File: src/rtl/seg_scan_ctrl.sv
// seg_scan_ctrl: time-multiplexed 7-segment scan driver with dead-time, PWM, blanking, blink and frame snapshot
module seg_scan_ctrl #(
  parameter int DIGITS  = 8,
  parameter int SEG_W   = 8,
  parameter int DUTY_W  = 3,
  parameter int BLINK_W = 6,
  localparam int IW     = $clog2(DIGITS)
) (
  input  logic                    clk_slow,
  input  logic                    rst,
  input  logic [DIGITS*SEG_W-1:0] seg_in,
  input  logic [DUTY_W-1:0]       brightness,
  input  logic [DIGITS-1:0]       digit_mask,
  input  logic [DIGITS-1:0]       blink_mask,
  output logic [DIGITS-1:0]       seg_en,
  output logic [SEG_W-1:0]        seg_out,
  output logic [IW-1:0]           digit_idx,
  output logic                    frame_start
);
  logic [IW-1:0]           idx_q, idx_d;
  logic [DUTY_W-1:0]       ph_q, ph_d;
  logic [BLINK_W-1:0]      frm_q, frm_d;
  logic [DIGITS*SEG_W-1:0] shd_q;
  logic [DUTY_W-1:0]       bri_q;
  logic [DIGITS-1:0]       dm_q, bm_q;
  logic                    boff_q;
  logic [DIGITS-1:0]       en_q, en_d;
  logic [SEG_W-1:0]        out_q;
  logic [IW-1:0]           didx_q;
  logic                    fs_q;
  logic                    dead, fstart, lit;
  logic [SEG_W-1:0]        pat;

  // next counter values and next output values, all from the pre-edge (idx,ph)
  always_comb begin
    dead   = ph_q == '0;
    fstart = dead && idx_q == '0;
    ph_d   = ph_q + 1'b1;
    idx_d  = &ph_q ? (idx_q == IW'(DIGITS-1) ? '0 : idx_q + 1'b1) : idx_q;
    frm_d  = (&ph_q && idx_q == IW'(DIGITS-1)) ? frm_q + 1'b1 : frm_q;
    lit    = !dead && ph_q <= bri_q && !dm_q[idx_q] && !(bm_q[idx_q] && boff_q);
    en_d   = lit ? ~(DIGITS'(1) << idx_q) : '1;
    pat    = idx_q == '0 ? seg_in[SEG_W-1:0] : shd_q[idx_q*SEG_W +: SEG_W];
  end

  // phase, digit and frame counters
  always_ff @(posedge clk_slow or posedge rst)
    if (rst) begin
      ph_q  <= '0;
      idx_q <= '0;
      frm_q <= '0;
    end else begin
      ph_q  <= ph_d;
      idx_q <= idx_d;
      frm_q <= frm_d;
    end

  // per-slot sampling of display controls and per-frame snapshot of the patterns
  always_ff @(posedge clk_slow or posedge rst)
    if (rst) begin
      shd_q  <= '0;
      bri_q  <= '0;
      dm_q   <= '0;
      bm_q   <= '0;
      boff_q <= 1'b0;
    end else if (dead) begin
      bri_q  <= brightness;
      dm_q   <= digit_mask;
      bm_q   <= blink_mask;
      boff_q <= frm_q[BLINK_W-1];
      if (fstart) shd_q <= seg_in;
    end

  // registered pin outputs; pattern and index only change on the dark dead-time edge
  always_ff @(posedge clk_slow or posedge rst)
    if (rst) begin
      en_q   <= '1;
      out_q  <= '0;
      didx_q <= '0;
      fs_q   <= 1'b0;
    end else begin
      en_q   <= en_d;
      fs_q   <= fstart;
      out_q  <= dead ? pat : out_q;
      didx_q <= dead ? idx_q : didx_q;
    end

  assign seg_en      = en_q;
  assign seg_out     = out_q;
  assign digit_idx   = didx_q;
  assign frame_start = fs_q;
endmodule

File: config.mk
export PLATFORM = sky130hd
export DESIGN_NAME = seg_scan_ctrl
export DESIGN_NICKNAME = d
export VERILOG_FILES = /design/src/rtl/seg_scan_ctrl.sv
export SDC_FILE = /design/constraint.sdc
export NUM_CORES = 1
export LEC_CHECK = 0
export ABC_AREA = 1
export CORE_MARGIN = 3
export CORE_UTILIZATION = 47
export CTS_CLUSTER_DIAMETER = 50
export DETAILED_ROUTE_END_ITERATION = 12
export PLACE_DENSITY_LB_ADDON = 0.1
export SLEW_MARGIN = 10
export SYNTH_ARGS = -nofsm -noshare
export SYNTH_HDL_FRONTEND = slang
export SYNTH_SLANG_ARGS = --single-unit
File: constraint.sdc
create_clock -name clk_slow -period 4.1 [get_ports clk_slow]
set_input_delay 1.025 -clock clk_slow [delete_from_list [all_inputs] [get_ports clk_slow]]
set_output_delay 1.025 -clock clk_slow [all_outputs]
set_load 0.1 [all_outputs]
==> results.yml, run 1 <==
floorplanning:
  core-area_sq_um: 10980
  die_w_um: 112.8
  start_util_pct: 48.83
  num_rows: 38
  die_h_um: 112.8
  dieArea_sq_um: 12730
  ios: 105
worst_setup_path:
  ff2ff_setup_slack_ns: 1.51
  worst-path-stages: 1
  critPathMaxStageDelay_ns: 1.12
  cp_slowest_cell: "clkdlybuf4s50_1"
  startpoint: "seg_en[6]"
  path_cells: "clkdlybuf4s50_1"
  arrival_ns: 2.04
  crit_required_ns: 3.07
  worstSetupPathType: "reg -> out"
  timing.rr.start: "idx_q[0]"
  reg2regPathDepth: 11
  cp-end-kind: "output port"
  worstSetupStartpointType: "flop"
  worstSetupEndpoint: "seg_en[6]"
  timing.rr.end: "seg_out[0]"
  path_max_fanout: 1
  critPathTopFamily: "buffers and inverters"
  crit_buf_inv: 1
drt:
  drt_iter0_markers: 299
  viasPerCell: 5.054
  firstDrtPassIters: 5
  wl_per_cell_um: 14.47
  drc_errors: 0
  ant_nets: 0
  vias: 4549
  routed_wl_um: 13020
clock_tree:
  clkTransAtPathRegs_ns: 0.05
  post-cts-setup-buffers: 0
  numCtsBuffers: 17
  ctsResizeCount: 0
  cts-root-buf: "clkbuf_16"
  cts_tree: "built"
  ctsHtreeMaxLevel: 4
  ctsHoldBuffers: 0
  cts_buffer_depth: 2
  cts_sinks: 116
  clock_latency_ns: 0.40
timing:
  max_freq_mhz: 326.8
  finalCritPeriodShare_pct: 74.64
  worst_pin_slew_ns: 0.9741
  fin_skew_ns: 0.004963
  hold_viol_final: 0
  max-slew-margin-rel_pct: 34.85
  min_period_ns: 3.060
  fin_setup_tns_ns: 0
  rsz0062_at_grt: "false"
  slew_viol_final: 0
  setup_viol: 0
logic_synthesis:
  synth_fp_nets: 750
  syn_area_per_cell_sq_um: 8.225
  yosysWarnings: 0
  yosysTopAreaCellShare_pct: 50.40
  seq_area_frac_synth_pct: 54.32
  synthCells: 652
  synthTopCellsByArea: "dfrtp_1 (50%), nand2_1 (18%), o21ai_0 (5.3%)"
  syn_area_sq_um: 5363
  synth_top_cell_by_area: "dfrtp_1"
  ys_ff_latch: 116
  netlist-cell-type-count: 28
placed_design:
  gp_congestion: 0.7950
  numPortBuffers: 104
  dpl.hpwl_um: 8359
global_routing:
  grt_start_max_net_pins: 72
  grt_pass1_wl_um: 21670
  antenna_found_initial: 0
  track_usage_pct: 21.30
  grt_overflow_total: 0
  grt_pass1_vias: 4446
power_and_ir_drop:
  p_leak_nw: 3.475
  irDropWorstVdd_mv: 0.4920
  p_sw_share_pct: 21.03
  power.density_nw_per_um2: 427.7
  power.share.sequential_pct: 40.1
  internal_power_mw: 2.394
  p_switching_uw: 637.4
  p_comb_share_pct: 7.1
  total_power_mw: 3.031
  clockPowerShare_pct: 52.8
final_layout:
  drive_above_1_share_pct: 7.500
  fill_cells: 915
  syn2layout_area_growth_pct: 32.15
  fin_nets: 845
  diodes: 0
job:
  max_cap_violations: 0
hold_path:
  hold_path_class: "reg -> reg"
outcome:
  status: "complete, no violations"
-- power by group through the flow --
stage,sequential [mW],combinational [mW],clock [mW]
5_1_grt,1.22,0.239,1.66
6_report,1.21,0.216,1.60
3_5_place_dp,1.23,0.217,0
2_1_floorplan,1.26,0.0744,0
4_1_cts,1.21,0.220,1.61
3_3_place_gp,1.23,0.214,0
-- cell usage after synthesis --
master    number
nand2_1      260
dfrtp_1      108
o21ai_0       57
inv_1         49
nor2_1        43
nand3_1       36
buf_2         16
ha_1          13
a21oi_1        9
o211ai_1       9
clkbuf_1       8
dfstp_2        8
o21ai_1        8
buf_4          6
buf_6          4
xor2_1         3
inv_2          2
nor2_4         2
xnor2_1        2
a21oi_2        1
clkbuf_2       1
inv_4          1
nand2_2        1
nand3_2        1
nand4_1        1
nor2_2         1
nor2_8         1
nor3_1         1
-- worst min-delay path by stage --
stage | to | slack, ns | start | cells past startpoint
after floorplan | ph_q[0] | 0.43 | ph_q[0] | 1
final | shd_q[44] | 0.47 | shd_q[44] | 2
after CTS | ph_q[0] | 0.47 | ph_q[0] | 1
after detailed placement | shd_q[13] | 0.46 | shd_q[13] | 2
after global placement | ph_q[0] | 0.45 | ph_q[0] | 1
after global routing | ph_q[0] | 0.49 | ph_q[0] | 1
-- sequential cells by signal (all words and copies together) (netlist names) --
name,flops
frame_start,1
seg_out,8
seg_en,8
bm_q,8
shd_q,64
frm_q,6
boff_q,1
ph_q,3
dm_q,8
bri_q,3
idx_q,3
digit_idx,3
-- through the flow --
stage	setup WS, ns	instance area, sq um	hold slack (ns)	utilization (%)	instances
after floorplan	0.01582	5363	0.4338	-	652
after global placement	1.458	6441	0.4530	58.65	868
after detailed placement	1.452	6441	0.4601	58.65	868
after CTS	1.019	7087	0.4732	64.52	900
after global routing	1.001	7087	0.4941	64.52	900
final	1.040	7087	0.4724	64.52	900
-- cell usage in the layout, fill, tap and decap left out --
| master | n |
|---|---|
| o21ai_1 | 8 |
| clkbuf_8 | 5 |
| nor2_8 | 1 |
| clkdlybuf4s50_1 | 104 |
| bufinv_16 | 4 |
| dfstp_2 | 8 |
| inv_4 | 2 |
| nor3_1 | 1 |
| nor2_2 | 1 |
| buf_4 | 6 |
| ha_1 | 13 |
| inv_2 | 2 |
| clkbuf_16 | 17 |
| buf_12 | 1 |
| nand2_1 | 260 |
| o211ai_1 | 9 |
| a21oi_2 | 1 |
| clkbuf_1 | 1 |
| nor2_4 | 2 |
| clkinv_2 | 4 |
| nand3_1 | 36 |
| a21oi_1 | 9 |
| nand3_2 | 1 |
| clkinvlp_4 | 1 |
| dfrtp_1 | 108 |
| xnor2_1 | 2 |
| xor2_1 | 3 |
| nand2_2 | 1 |
| nand4_1 | 1 |
| o21ai_0 | 57 |
| inv_1 | 48 |
| nor2_1 | 43 |
-- per-layer routing --
| metal | global-route usage (%) | vias up | routed length [um] |
|---|---|---|---|
| met4 | 6.811 | 0 | 226 |
| li1 | - | 2238 | - |
| met2 | 33.49 | 141 | 6213 |
| met3 | 6.471 | 17 | 761 |
| met5 | 0 | - | 0 |
| met1 | 28.49 | 2153 | 5822 |
-- cell families (layout without fill, tap and decap cells) --
logic type               after synthesis  count (layout)  share of synthesized area [%]
AO/OA/AOI/OAI                         84              84                          8.329
flip-flops                           116             116                          54.32
adder cells (fa/ha/maj)               13              13                          3.033
XOR/XNOR                               5               5                         0.8168
buffers and inverters                 87             195                          7.513
AND/OR/NAND/NOR                      347             347                          25.99
-- final cells by class --
| type | count | area (sq um) | area share, % |
|---|---|---|---|
| Tap cell | 140 | 175.2 | 2.472 |
| Clock buffer | 23 | 498.0 | 7.027 |
| Multi-Input combinational cell | 449 | 2047 | 28.88 |
| Sequential cell | 116 | 2913 | 41.10 |
| Timing Repair Buffer | 111 | 1106 | 15.61 |
| Inverter | 52 | 200.2 | 2.825 |
| Clock inverter | 9 | 147.6 | 2.083 |
Power figures use the tool's default switching activity.
==> run 2, diff against run 1 <==
==> constraint.sdc (replaced) <==
create_clock -name clk_slow -period 2.5 [get_ports clk_slow]
set_input_delay 0.625 -clock clk_slow [delete_from_list [all_inputs] [get_ports clk_slow]]
set_output_delay 0.625 -clock clk_slow [all_outputs]
set_load 0.1 [all_outputs]
==> results.yml, run 2 (synthesis results as in run 1) <==
hold_path:
  hold_depth: 2
  min_to: "shd_q[26]"
  worstHoldStart: "shd_q[26]"
  hold_path_class: "reg -> reg"
clock_tree:
  cts-root-buf: "clkbuf_16"
  cts_sinks: 116
  ctsResizeCount: 0
  cts_buffer_depth: 2
  ctsHtreeMaxLevel: 4
  post-cts-setup-buffers: 0
  clkTransAtPathRegs_ns: 0.05
  ctsHoldBuffers: 0
  clock_latency_ns: 0.41
  numCtsBuffers: 17
  cts_tree: "built"
floorplanning:
  core-area_sq_um: 10980
  num_rows: 38
  die_w_um: 112.8
  start_util_pct: 48.83
  dieArea_sq_um: 12730
  ios: 105
  die_h_um: 112.8
placed_design:
  post-place-cells: 872
  place_ws_ns: 0.5080
  dpl.hpwl_um: 8912
  gp_congestion: 0.7811
  numPortBuffers: 104
power_and_ir_drop:
  total_power_mw: 4.583
  power.density_nw_per_um2: 656.7
  internal_power_mw: 3.571
  power.share.sequential_pct: 43.5
  p_comb_share_pct: 7.8
  p_sw_share_pct: 22.07
  clockPowerShare_pct: 48.7
  p_leak_nw: 3.454
  p_switching_mw: 1.011
  irDropWorstVdd_mv: 0.4153
timing:
  hold_viol_final: 0
  rsz0062_at_grt: "false"
  fin_skew_ns: 0.006289
  worst_pin_slew_ns: 0.7323
  fin_setup_tns_ns: 0
  setup_viol: 0
  worst_slack_ns: 0.5072
  max-slew-margin-rel_pct: 51.18
  finalCritPeriodShare_pct: 79.71
  slew_viol_final: 0
  min_period_ns: 1.993
  max_freq_mhz: 501.8
global_routing:
  grt_pass1_vias: 4623
  grt_pass1_wl_um: 21860
  grt_overflow_total: 0
  grt_start_max_net_pins: 69
  track_usage_pct: 21.45
  antenna_found_initial: 0
final_layout:
  fin_nets: 849
  final_common_cell: "nand2_1"
  final_cell_mix: "nand2_1 (260), dfrtp_1 (108), clkdlybuf4s50_1 (84)"
  fill_cells: 959
  largest_reg_flops: 64
  instances_no_fill: 904
  drive_above_1_share_pct: 9.817
  diodes: 0
  top_register: "shd_q"
  seq_area_sq_um: 2913
  syn2layout_area_growth_pct: 30.12
  multi_input_area_sq_um: 2047
worst_setup_path:
  path_max_fanout: 30
  crit_required_ns: 2.79
  timing.rr.end: "frm_q[5]"
  reg2regPathDepth: 8
  worstSetupStartpointType: "flop"
  arrival_ns: 2.29
  cp-end-kind: "flop"
  timing.rr.start: "idx_q[1]"
  worstSetupPathType: "reg -> reg"
  ff2ff_setup_slack_ns: 0.51
drt:
  firstDrtPassIters: 4
  ant_nets: 0
  routed_wl_um: 13130
  drc_errors: 0
  drt_iter0_markers: 278
  wl_per_cell_um: 14.53
  vias: 4472
  viasPerCell: 4.947
job:
  max_cap_violations: 0
outcome:
  status: "complete, no violations"
[run 2: cell types whose count changed in the layout (fill, tap and decap cells not counted)]
cell,previous run,this run
clkbuf_1,1,7
inv_4,2,1
buf_12,1,2
clkbuf_8,5,3
buf_4,6,29
clkdlybuf4s50_1,104,84
bufinv_16,4,1
[run 2: layer usage]
| metal | vias up | part of all wire [%] | routed length [um] | track usage (%) |
|---|---|---|---|---|
| met1 | 2086 | 44 | 5751 | 26.99 |
| met4 | 0 | 1.7 | 225 | 7.612 |
| li1 | 2235 | - | - | - |
| met3 | 24 | 5.4 | 714 | 5.401 |
| met5 | - | 0 | 0 | 0 |
| met2 | 127 | 49 | 6441 | 36.06 |
[run 2: how the worst max path moves through the flow]
stage,from,endpoint,slack [ns]
after global routing,idx_q[2],frm_q[5],0.35
after floorplan,rst,bm_q[0],0.47
after detailed placement,idx_q[2],frm_q[5],0.51
after CTS,idx_q[2],frm_q[5],0.51
after global placement,idx_q[2],seg_en[2],0.60
final,idx_q[1],frm_q[5],0.51
[run 2: through the flow]
stage                     hold WS (ns)  utilization, %  area [sq um]
final                           0.4731           63.53          6978
after global routing            0.4929           63.53          6978
after CTS                       0.4753           63.53          6978
after detailed placement        0.4602           58.59          6435
after global placement          0.4467           58.59          6435
after floorplan                 0.4338               -          5366
[run 2: final cells by class]
| cell class | instances | share of cell area, % |
|---|---|---|
| timing repair buffer | 115 | 15.74 |
| multi-input combinational | 449 | 29.33 |
| clock inverter | 5 | 0.7172 |
| clock buffer | 27 | 7.065 |
| inverter | 52 | 2.887 |
| sequential | 116 | 41.74 |
| tap | 140 | 2.510 |
[run 2: critical path: stages, from the launching register on]
cell and delay, ns:
dfrtp_1 0.35, buf_4 0.32, ha_1 0.25, ha_1 0.21
nand2_1 0.13, nor3_1 0.28, nand3_1 0.14, xor2_1 0.15
inv_1 0.05
[run 2: power by group through the flow]
stage / Combinational, mW / Sequential (mW) / Clock [mW]
floorplan: 0.122 / 2.06 / 0
global placement: 0.353 / 2.02 / 0
detailed placement: 0.359 / 2.02 / 0
CTS: 0.362 / 1.99 / 2.26
global route: 0.396 / 2.00 / 2.35
finish: 0.357 / 2.00 / 2.23
==> run 3, diff against run 2 <==
==> constraint.sdc (replaced) <==
create_clock -name clk_slow -period 1.6 [get_ports clk_slow]
set_input_delay 0.4 -clock clk_slow [delete_from_list [all_inputs] [get_ports clk_slow]]
set_output_delay 0.4 -clock clk_slow [all_outputs]
set_load 0.1 [all_outputs]
==> results.yml, run 3 (synthesis results as in run 1) <==
drt:
  ant_nets: 0
  firstDrtPassIters: 5
  routed_wl_um: 13290
  drt_iter0_markers: 282
  viasPerCell: 5.030
  wl_per_cell_um: 14.43
  vias: 4633
  drc_errors: 0
clock_tree:
  numCtsBuffers: 17
  cts_tree: "built"
  cts-root-buf: "clkbuf_16"
  cts_buffer_depth: 2
  ctsHoldBuffers: 0
  clkTransAtPathRegs_ns: 0.05
  ctsHtreeMaxLevel: 4
  clock_latency_ns: 0.41
  cts_sinks: 116
power_and_ir_drop:
  p_sw_share_pct: 22.56
  p_comb_share_pct: 8.1
  internal_power_mw: 5.695
  p_switching_mw: 1.659
  power.share.sequential_pct: 42.4
  clockPowerShare_pct: 49.5
  irDropWorstVdd_mv: 0.7049
  power.density_nw_per_um2: 972.2
  p_leak_nw: 3.704
final_layout:
  instances_no_fill: 921
  final_cell_mix: "nand2_1 (254), dfrtp_1 (106), clkdlybuf4s50_1 (84)"
  top_register: "shd_q"
  final_area_sq_um: 7565
  final_util_pct: 68.88
  drive_above_1_share_pct: 14.85
  largest_reg_flops: 64
  final_common_cell: "nand2_1"
  diodes: 0
  fin_nets: 866
  syn2layout_area_growth_pct: 41.06
timing:
  fin_skew_ns: 0.01058
  setup_viol: 0
  finalCritPeriodShare_pct: 94.79
  max-slew-margin-rel_pct: 78.41
  slew_viol_final: 0
  worst_pin_slew_ns: 0.3224
  hold_viol_final: 0
  min_period_ns: 1.517
  worst_slack_ns: 0.08340
  fin_setup_tns_ns: 0
  max_freq_mhz: 659.4
placed_design:
  numPortBuffers: 104
  gp_congestion: 0.8456
  place_area_sq_um: 6893
  place_ws_ns: -0.04442
  dpl.hpwl_um: 9386
  post-place-cells: 888
outcome:
  status: "complete, no violations"
floorplanning:
  dieArea_sq_um: 12730
  core-area_sq_um: 10980
  ios: 105
  die_h_um: 112.8
  num_rows: 38
  die_w_um: 112.8
  start_util_pct: 48.83
worst_setup_path:
  worstSetupStartpointType: "flop"
  path_max_fanout: 35
  worstSetupPathType: "reg -> reg"
  arrival_ns: 1.85
  crit_required_ns: 1.94
  cp-end-kind: "flop"
  ff2ff_setup_slack_ns: 0.08
job:
  max_cap_violations: 0
global_routing:
  track_usage_pct: 21.98
  grt_overflow_total: 0
  grt_start_max_net_pins: 46
  grt_pass1_vias: 4716
  antenna_found_initial: 0
  grt_pass1_wl_um: 22400
hold_path:
  hold_path_class: "in -> async"
run 3: cell types whose count changed in the layout (fill, tap and decap cells not counted), moves of 5 or more:
cell / previous run / this run
nand2_2: 1 / 6
o21ai_1: 8 / 17
clkbuf_1: 7 / 2
nand2_1: 260 / 254
buf_4: 29 / 17
buf_12: 2 / 26
buf_6: 0 / 5
ha_1: 13 / 8
o21ai_0: 57 / 48
run 3: path summary, 6_finish.rpt:
kind	start	to	cells past startpoint
hold reg to reg	shd_q[27]	shd_q[27]	2
hold / removal	rst	shd_q[4]	2
min in group clk_slow	shd_q[27]	shd_q[27]	2
setup / recovery	ph_q[0]	seg_out[7]	9
setup reg to reg	ph_q[0]	seg_out[7]	9
max in group asynchronous	rst	seg_en[3]	3
run 3: repair_timing:
| action | CTS | global route |
|---|---|---|
| endpoints found under the setup margin | 3 | 97 |
| buffers inserted | 0 | 1 |
| pin swaps | 0 | 5 |
| gates resized for setup | 3 | 20 |
run 3: power by group through the flow:
stage | Sequential [mW] | Clock, mW | Combinational (mW)
after floorplan | 3.22 | 0 | 0.192
after global placement | 3.16 | 0 | 0.586
after detailed placement | 3.17 | 0 | 0.598
after CTS | 3.12 | 3.69 | 0.603
after global routing | 3.13 | 3.84 | 0.659
final | 3.12 | 3.64 | 0.596
run 3: cell type report:
class / count / area (sq um)
Fill cell: 850 / 3418
Sequential cell: 116 / 2915
Multi-Input combinational cell: 449 / 2131
Timing Repair Buffer: 132 / 1545
Clock buffer: 20 / 446.7
Inverter: 52 / 219.0
Tap cell: 140 / 175.2
Clock inverter: 12 / 132.6
run 3: per-layer routing:
metal	routed length [um]	share of wire (%)	global-route usage [%]	vias up
li1	-	-	-	2279
met2	6449	49	35.47	171
met4	382	2.9	8.173	0
met3	827	6.2	5.401	31
met1	5632	42	28.91	2152
met5	0	0	0	-
run 3: through the flow:
stage               hold slack, ns  power, mW
detailed placement          0.4555      3.765
floorplan                   0.4338      3.412
finish                      0.2814      7.355
global route                0.2838      7.631
global placement            0.4458      3.750
CTS                         0.2721      7.412
run 3: critical path, stage by stage, from the launching register on:
cell	delay, ns
dfrtp_1	0.39
inv_2	0.08
ha_1	0.17
inv_2	0.05
nor2_4	0.19
nand2_4	0.11
buf_6	0.20
o21ai_1	0.13
inv_1	0.05
nand2_1	0.05
